<file path="src/rtl/display_pkg.sv">
// Shared constants, types and helpers for the count display driver.
package display_pkg;

  localparam int unsigned BIN_W = 8;
  localparam int unsigned NIB_W = 4;
  localparam int unsigned SEG_W = 7;
  localparam int unsigned AN_W  = 4;
  localparam int unsigned DIG_W = 2;
  localparam int unsigned SR_W  = 20;
  localparam int unsigned CNT_W = 3;

  // Digit slot indices in scan order
  localparam logic [DIG_W-1:0] DIG_ONES     = 2'd0;
  localparam logic [DIG_W-1:0] DIG_TENS     = 2'd1;
  localparam logic [DIG_W-1:0] DIG_HUNDREDS = 2'd2;
  localparam logic [DIG_W-1:0] DIG_DIR      = 2'd3;

  // Active-low cathodes {g,f,e,d,c,b,a}
  localparam logic [SEG_W-1:0] SEG_DIGIT [0:9] = '{
    7'b1000000, 7'b1111001, 7'b0100100, 7'b0110000, 7'b0011001,
    7'b0010010, 7'b0000010, 7'b1111000, 7'b0000000, 7'b0010000
  };
  localparam logic [SEG_W-1:0] SEG_U     = 7'b1000001;
  localparam logic [SEG_W-1:0] SEG_D     = 7'b0100001;
  localparam logic [SEG_W-1:0] SEG_BLANK = 7'b1111111;

  typedef enum logic [1:0] {
    IDLE,
    SHIFT,
    DONE
  } conv_state_e;

  // Non-decimal nibbles render as blank
  function automatic logic [SEG_W-1:0] seg_decode(input logic [NIB_W-1:0] nib);
    logic [SEG_W-1:0] s;
    s = SEG_BLANK;
    if (nib <= 4'd9) s = SEG_DIGIT[nib];
    return s;
  endfunction

  // Double-dabble correction applied before each shift
  function automatic logic [NIB_W-1:0] nib_adj(input logic [NIB_W-1:0] nib);
    return (nib >= 4'd5) ? nib + 4'd3 : nib;
  endfunction

endpackage

</file>
<file path="src/rtl/bin2bcd_seq.sv">
// Sequential double-dabble: 8-bit binary to three BCD digits, reconverting
// whenever the input differs from the last converted value.
module bin2bcd_seq
  import display_pkg::*;
(
  input  logic             clk,
  input  logic             reset_n,
  input  logic [BIN_W-1:0] bin,
  output logic [NIB_W-1:0] hundreds,
  output logic [NIB_W-1:0] tens,
  output logic [NIB_W-1:0] ones,
  output logic             bcd_valid
);

  conv_state_e      state_q, state_d;
  logic [SR_W-1:0]  sr_q, sr_d;
  logic [SR_W-1:0]  adj_c;
  logic [BIN_W-1:0] cap_q, cap_d;
  logic [BIN_W-1:0] last_q, last_d;
  logic [CNT_W-1:0] cnt_q, cnt_d;
  logic             force_q, force_d;
  logic [NIB_W-1:0] hun_q, hun_d;
  logic [NIB_W-1:0] ten_q, ten_d;
  logic [NIB_W-1:0] one_q, one_d;
  logic             valid_q, valid_d;

  assign adj_c = {nib_adj(sr_q[19:16]), nib_adj(sr_q[15:12]),
                  nib_adj(sr_q[11:8]), sr_q[7:0]};

  // Conversion FSM next-state; digit outputs only move in DONE so the
  // display never sees a partially converted value.
  always_comb begin
    state_d = state_q;
    sr_d    = sr_q;
    cap_d   = cap_q;
    last_d  = last_q;
    cnt_d   = cnt_q;
    force_d = force_q;
    hun_d   = hun_q;
    ten_d   = ten_q;
    one_d   = one_q;
    valid_d = valid_q;
    case (state_q)
      IDLE: begin
        if (force_q || (bin != last_q)) begin
          sr_d    = SR_W'(bin);
          cap_d   = bin;
          cnt_d   = '0;
          state_d = SHIFT;
        end
      end
      SHIFT: begin
        sr_d  = {adj_c[SR_W-2:0], 1'b0};
        cnt_d = cnt_q + CNT_W'(1);
        if (cnt_q == CNT_W'(7)) state_d = DONE;
      end
      DONE: begin
        hun_d   = sr_q[19:16];
        ten_d   = sr_q[15:12];
        one_d   = sr_q[11:8];
        last_d  = cap_q;
        force_d = 1'b0;
        valid_d = 1'b1;
        state_d = IDLE;
      end
      default: state_d = IDLE;
    endcase
  end

  always_ff @(posedge clk or negedge reset_n) begin
    if (!reset_n) begin
      state_q <= IDLE;
      sr_q    <= '0;
      cap_q   <= '0;
      last_q  <= '0;
      cnt_q   <= '0;
      force_q <= 1'b1;
      hun_q   <= '0;
      ten_q   <= '0;
      one_q   <= '0;
      valid_q <= 1'b0;
    end else begin
      state_q <= state_d;
      sr_q    <= sr_d;
      cap_q   <= cap_d;
      last_q  <= last_d;
      cnt_q   <= cnt_d;
      force_q <= force_d;
      hun_q   <= hun_d;
      ten_q   <= ten_d;
      one_q   <= one_d;
      valid_q <= valid_d;
    end
  end

  assign hundreds  = hun_q;
  assign tens      = ten_q;
  assign ones      = one_q;
  assign bcd_valid = valid_q;

endmodule

</file>
<file path="src/rtl/count_display_driver.sv">
// 4-digit multiplexed seven-segment driver for the 8-bit counter value.
// Define LEADING_ZERO_BLANK_EN to blank leading zeros on hundreds/tens.
module count_display_driver
  import display_pkg::*;
#(
  parameter int unsigned SCAN_DIV = 5000
) (
  input  logic             clk,
  input  logic             reset_n,
  input  logic [BIN_W-1:0] count,
  input  logic             up,
  output logic [SEG_W-1:0] seg,
  output logic [AN_W-1:0]  an,
  output logic             bcd_valid
);

  localparam int unsigned PRE_W = (SCAN_DIV > 2) ? $clog2(SCAN_DIV) : 1;

  logic [NIB_W-1:0] hundreds, tens, ones;
  logic [PRE_W-1:0] pre_q, pre_d;
  logic [DIG_W-1:0] digit_q, digit_d;
  logic [SEG_W-1:0] seg_q, seg_d;
  logic [AN_W-1:0]  an_q, an_d;
  logic             blank_hun_c, blank_ten_c;

  bin2bcd_seq u_bin2bcd (
    .clk      (clk),
    .reset_n  (reset_n),
    .bin      (count),
    .hundreds (hundreds),
    .tens     (tens),
    .ones     (ones),
    .bcd_valid(bcd_valid)
  );

`ifdef LEADING_ZERO_BLANK_EN
  assign blank_hun_c = (hundreds == '0);
  assign blank_ten_c = blank_hun_c && (tens == '0);
`else
  assign blank_hun_c = 1'b0;
  assign blank_ten_c = 1'b0;
`endif

  // Prescaler/slot advance plus anode and segment selection for the
  // current slot; both register on the same edge so they never disagree.
  always_comb begin
    pre_d   = pre_q + PRE_W'(1);
    digit_d = digit_q;
    if (pre_q == PRE_W'(SCAN_DIV - 1)) begin
      pre_d   = '0;
      digit_d = digit_q + DIG_W'(1);
    end
    an_d  = 4'b1111;
    seg_d = SEG_BLANK;
    case (digit_q)
      DIG_ONES: begin
        an_d  = 4'b1110;
        seg_d = seg_decode(ones);
      end
      DIG_TENS: begin
        an_d  = 4'b1101;
        seg_d = blank_ten_c ? SEG_BLANK : seg_decode(tens);
      end
      DIG_HUNDREDS: begin
        an_d  = 4'b1011;
        seg_d = blank_hun_c ? SEG_BLANK : seg_decode(hundreds);
      end
      DIG_DIR: begin
        an_d  = 4'b0111;
        seg_d = up ? SEG_U : SEG_D;
      end
      default: ;
    endcase
  end

  always_ff @(posedge clk or negedge reset_n) begin
    if (!reset_n) begin
      pre_q   <= '0;
      digit_q <= DIG_ONES;
      an_q    <= 4'b1111;
      seg_q   <= SEG_BLANK;
    end else begin
      pre_q   <= pre_d;
      digit_q <= digit_d;
      an_q    <= an_d;
      seg_q   <= seg_d;
    end
  end

  assign seg = seg_q;
  assign an  = an_q;

endmodule

</file>
<file path="config.mk">
export PLATFORM = sky130hd
export DESIGN_NAME = count_display_driver
export DESIGN_NICKNAME = d
export VERILOG_FILES = /design/src/rtl/display_pkg.sv /design/src/rtl/bin2bcd_seq.sv /design/src/rtl/count_display_driver.sv
export SDC_FILE = /design/constraint.sdc
export NUM_CORES = 1
export LEC_CHECK = 0
export BUFFER_PORTS_ARGS = -buffer_cell sky130_fd_sc_hd__buf_2
export CORE_ASPECT_RATIO = 0.75
export CORE_UTILIZATION = 60
export CTS_CLUSTER_SIZE = 30
export DETAILED_ROUTE_END_ITERATION = 8
export PLACE_DENSITY = 0.82
export SYNTH_ARGS = -nofsm -noshare
export SYNTH_HDL_FRONTEND = slang
export SYNTH_SLANG_ARGS = --single-unit
</file>
<file path="constraint.sdc">
create_clock -name clk -period 2.29 [get_ports clk]
set_input_delay 0.1145 -clock clk [delete_from_list [all_inputs] [get_ports clk]]
set_output_delay 0.1145 -clock clk [all_outputs]
set_load 0.1 [all_outputs]
</file>
==> reports/metrics.json <==
{
  "outcome": {
    "outcome": "finished, final reports clean"
  },
  "sta": {
    "min_period_over_period_pct": 77.4,
    "totalNegativeSetupSlack_ps": 0,
    "finalHoldViolCount": 0,
    "unrepaired_setup_endpoints_after_global_routing": "false",
    "worstMarginPinSlew_ps": 596,
    "report.final.slew_viol_count": 0,
    "shortest_period_the_worst_path_allows_ps": 1770,
    "clock_skew_ps": 7.36,
    "setup_viol": 0,
    "timing.max_slew.rel_slack_pct": 60.3,
    "fmax_achieved_ghz": 0.564
  },
  "global_route": {
    "first_global_vias": 2723,
    "grt.overflow.total": 0,
    "grt_start_max_net_pins": 47,
    "antenna_violations_before_repair": 0,
    "grt.total_usage_pct": 22.9,
    "grt_pass1_wl_um": 12900
  },
  "min_path": {
    "hold_path_startpoint": "count[7]",
    "min-delay-path-class": "primary input to register",
    "worst_hold_path.num_cells": 2,
    "hold-path-endpoint": "u_bin2bcd.cap_q[7]"
  },
  "routing": {
    "detailroute.via_count": 2827,
    "route.final.wire_length_um": 7570,
    "vias_per_cell": 5.77,
    "firstDrtPassIters": 4,
    "detail_route.iter0.violations": 148,
    "antenna_left": 0,
    "post-route-drc-count": 0,
    "detailed_route_wire_length_per_cell_um": 15.5
  },
  "synth": {
    "synth-compound-area-share_pct": 15.8,
    "synth_top_area_share_pct": 40.9,
    "post_synth_xor_area_fraction_pct": 4.56,
    "ys_seq_elements": 81,
    "post_synth_main_area_contributors": "sky130_fd_sc_hd__dfrtp_1, sky130_fd_sc_hd__ha_1, sky130_fd_sc_hd__dfstp_2",
    "synth-adder-area-share_pct": 8.88,
    "synth.distinct_cells": 51,
    "yosysTopAreaCell": "sky130_fd_sc_hd__dfrtp_1",
    "postSynth.topFlopCell": "sky130_fd_sc_hd__dfrtp_1",
    "synth-warning-count": 0,
    "avgSynthCellArea_um2": 11.2,
    "syn_nets": 417,
    "synth.yosys.seq_area_share_pct": 48.3,
    "main_combinational_cell_family_by_area_after_synthesis": "compound AO/OA/AOI/OAI gates",
    "synth_cells": 376,
    "muxShareOfSynthArea_pct": 7.37,
    "synth_async_sr_flop_share_pct": 100,
    "synth-edff-count": 0,
    "synth-simple-area-share_pct": 11.4,
    "synth_area_mm2": 0.00423
  },
  "clocking": {
    "cts_made_buffers": 9,
    "numClockSinks": 81,
    "tritoncts": "built",
    "cts.repair_timing.setup_buffer_count": 0,
    "cts_buffer_depth": 2,
    "cts_max_level": 3,
    "post_cts_resized": 0,
    "worst_setup_hold_path_clk_slew_ps": 80,
    "hold_fix_buffers_cts": 1,
    "clk_latency_ps": 350,
    "root_buf_cell": "sky130_fd_sc_hd__clkbuf_8"
  },
  "power": {
    "peakVddDrop_mv": 0.517,
    "total_leakage_power_nw": 2.14,
    "power_per_cell_area_mw_per_mm2": 1310
  },
  "place": {
    "io_buffers": 22,
    "hpwlAfterDp_um": 5250,
    "placement.cell_area_mm2": 0.00443,
    "gp_routability_congestion": 0.797
  },
  "floorplan": {
    "die_height_um": 74.7,
    "die_area_mm2": 0.00739,
    "rows": 26,
    "dieWidth_um": 98.9,
    "boundaryPins": 23,
    "coreArea_mm2": 0.00680,
    "initial_core_util_pct": 62.1
  },
  "finish": {
    "mostFrequentLayoutCell": "sky130_fd_sc_hd__dfrtp_1",
    "syn_to_final_growth_pct": 9.86,
    "fin_area_mm2": 0.00464,
    "post_route_cells_drive_above_1_share_pct": 20.4,
    "nets": 442,
    "layout_common_cells": "sky130_fd_sc_hd__dfrtp_1, sky130_fd_sc_hd__ha_1, sky130_fd_sc_hd__o21ai_0, sky130_fd_sc_hd__mux2_2",
    "diodes": 0
  },
  "worst_setup_path": {
    "critical_path.max_fanout": 16,
    "worst_r2r_path_cells": 4,
    "r2r_end": "u_bin2bcd.sr_q[1]",
    "reg2reg_setup_slack_ps": 520,
    "origin_of_the_critical_flop_to_flop_path": "u_bin2bcd.last_q[0]",
    "worst-endpoint-arrival_ps": 2010,
    "setup.worst_path.start_class": "register",
    "critical_path.endpoint_type": "register",
    "worst_ep_required_time_ps": 2530,
    "timing_worst_setup_path_type": "register to register"
  },
  "flow_run": {
    "max-cap-violations": 0
  }
}
## cells by family (layout without fill, tap and decap cells)
kind of cell,Yosys count,after routing
xor+xnor,22,22
buf+inv,38,68
simple gates,87,87
mux,28,28
flops,81,81
fa+ha+maj,30,30
compound gates,90,90
## critical path: stages, from the launching register on
cell and delay (ps):
sky130_fd_sc_hd__dfrtp_1 400, sky130_fd_sc_hd__xor2_1 170, sky130_fd_sc_hd__nor4_4 350, sky130_fd_sc_hd__a31oi_4 300, sky130_fd_sc_hd__a221o_1 430
## metal layers
metal / track usage, % / routed length [µm] / vias up
met2: 35.2 / 3370 / 47
met1: 32.6 / 3810 / 1381
met3: 6.13 / 319 / 8
met5: 0 / 0 / -
li1: - / - / 1391
met4: 6.47 / 78 / 0
## worst max-delay path by stage
stage                             end  slack, ps                start
global placement    u_bin2bcd.sr_q[7]        580  u_bin2bcd.last_q[2]
CTS                 u_bin2bcd.sr_q[1]        510  u_bin2bcd.last_q[2]
global route        u_bin2bcd.sr_q[5]        410  u_bin2bcd.last_q[2]
floorplan           u_bin2bcd.sr_q[1]        620  u_bin2bcd.last_q[2]
finish              u_bin2bcd.sr_q[1]        520  u_bin2bcd.last_q[0]
detailed placement  u_bin2bcd.sr_q[3]        530  u_bin2bcd.last_q[2]
## flip-flops by register name (all words and copies together), names as in the netlist, 2 cells and up
register and cells:
u_bin2bcd.sr_q 20, pre_q 13, u_bin2bcd.cap_q 8, u_bin2bcd.last_q 8, seg 7, an 4
u_bin2bcd.hundreds 4, u_bin2bcd.ones 4, u_bin2bcd.tens 4, u_bin2bcd.cnt_q 3, digit_q 2, u_bin2bcd.state_q 2
## synthesized netlist by cell type (4+ instances only)
cell type	instances
sky130_fd_sc_hd__a221o_1	7
sky130_fd_sc_hd__nor2_1	14
sky130_fd_sc_hd__clkbuf_1	12
sky130_fd_sc_hd__xnor2_1	9
sky130_fd_sc_hd__a32oi_1	5
sky130_fd_sc_hd__ha_1	30
sky130_fd_sc_hd__mux2_2	23
sky130_fd_sc_hd__nor3b_1	4
sky130_fd_sc_hd__nand3_1	6
sky130_fd_sc_hd__and3_1	5
sky130_fd_sc_hd__o21ai_0	23
sky130_fd_sc_hd__dfrtp_1	69
sky130_fd_sc_hd__a21oi_1	11
sky130_fd_sc_hd__dfstp_2	12
sky130_fd_sc_hd__and2_1	5
sky130_fd_sc_hd__nand2_1	22
sky130_fd_sc_hd__xor2_1	13
sky130_fd_sc_hd__nor2b_1	10
sky130_fd_sc_hd__nand2b_1	8
sky130_fd_sc_hd__inv_1	22
sky130_fd_sc_hd__a22o_1	19
## report_power, final
part,leakage (nW),internal [W],switching (W)
registers,0.986,0.00197,0.000441
logic,1.07,0.00110,0.00151
clock network,0.0888,0.000534,0.000507
total,2.14,0.00360,0.00246
## metrics by stage
| stage | utilization [%] | cells | hold WS, ps | worst slack [ps] | power, W |
|---|---|---|---|---|---|
| after floorplan | - | 376 | -181 | 618 | 0.00449 |
| after global placement | 65.2 | 473 | 156 | 584 | 0.00489 |
| after detailed placement | 65.2 | 473 | 157 | 529 | 0.00503 |
| after CTS | 68.3 | 490 | 13.8 | 508 | 0.00609 |
| after global routing | 68.3 | 490 | 20.7 | 413 | 0.00651 |
| final | 68.3 | 490 | 20.8 | 517 | 0.00606 |
## layout make-up
type,instances,area [µm²]
Fill cell,491,2160
Tap cell,84,105
Sequential cell,81,2040
Timing Repair Buffer,30,188
Inverter,22,82.6
Multi-Input combinational cell,257,2030
Clock buffer,12,145
Clock inverter,4,52.6
Note: power is estimated with default switching activity, not from simulation.
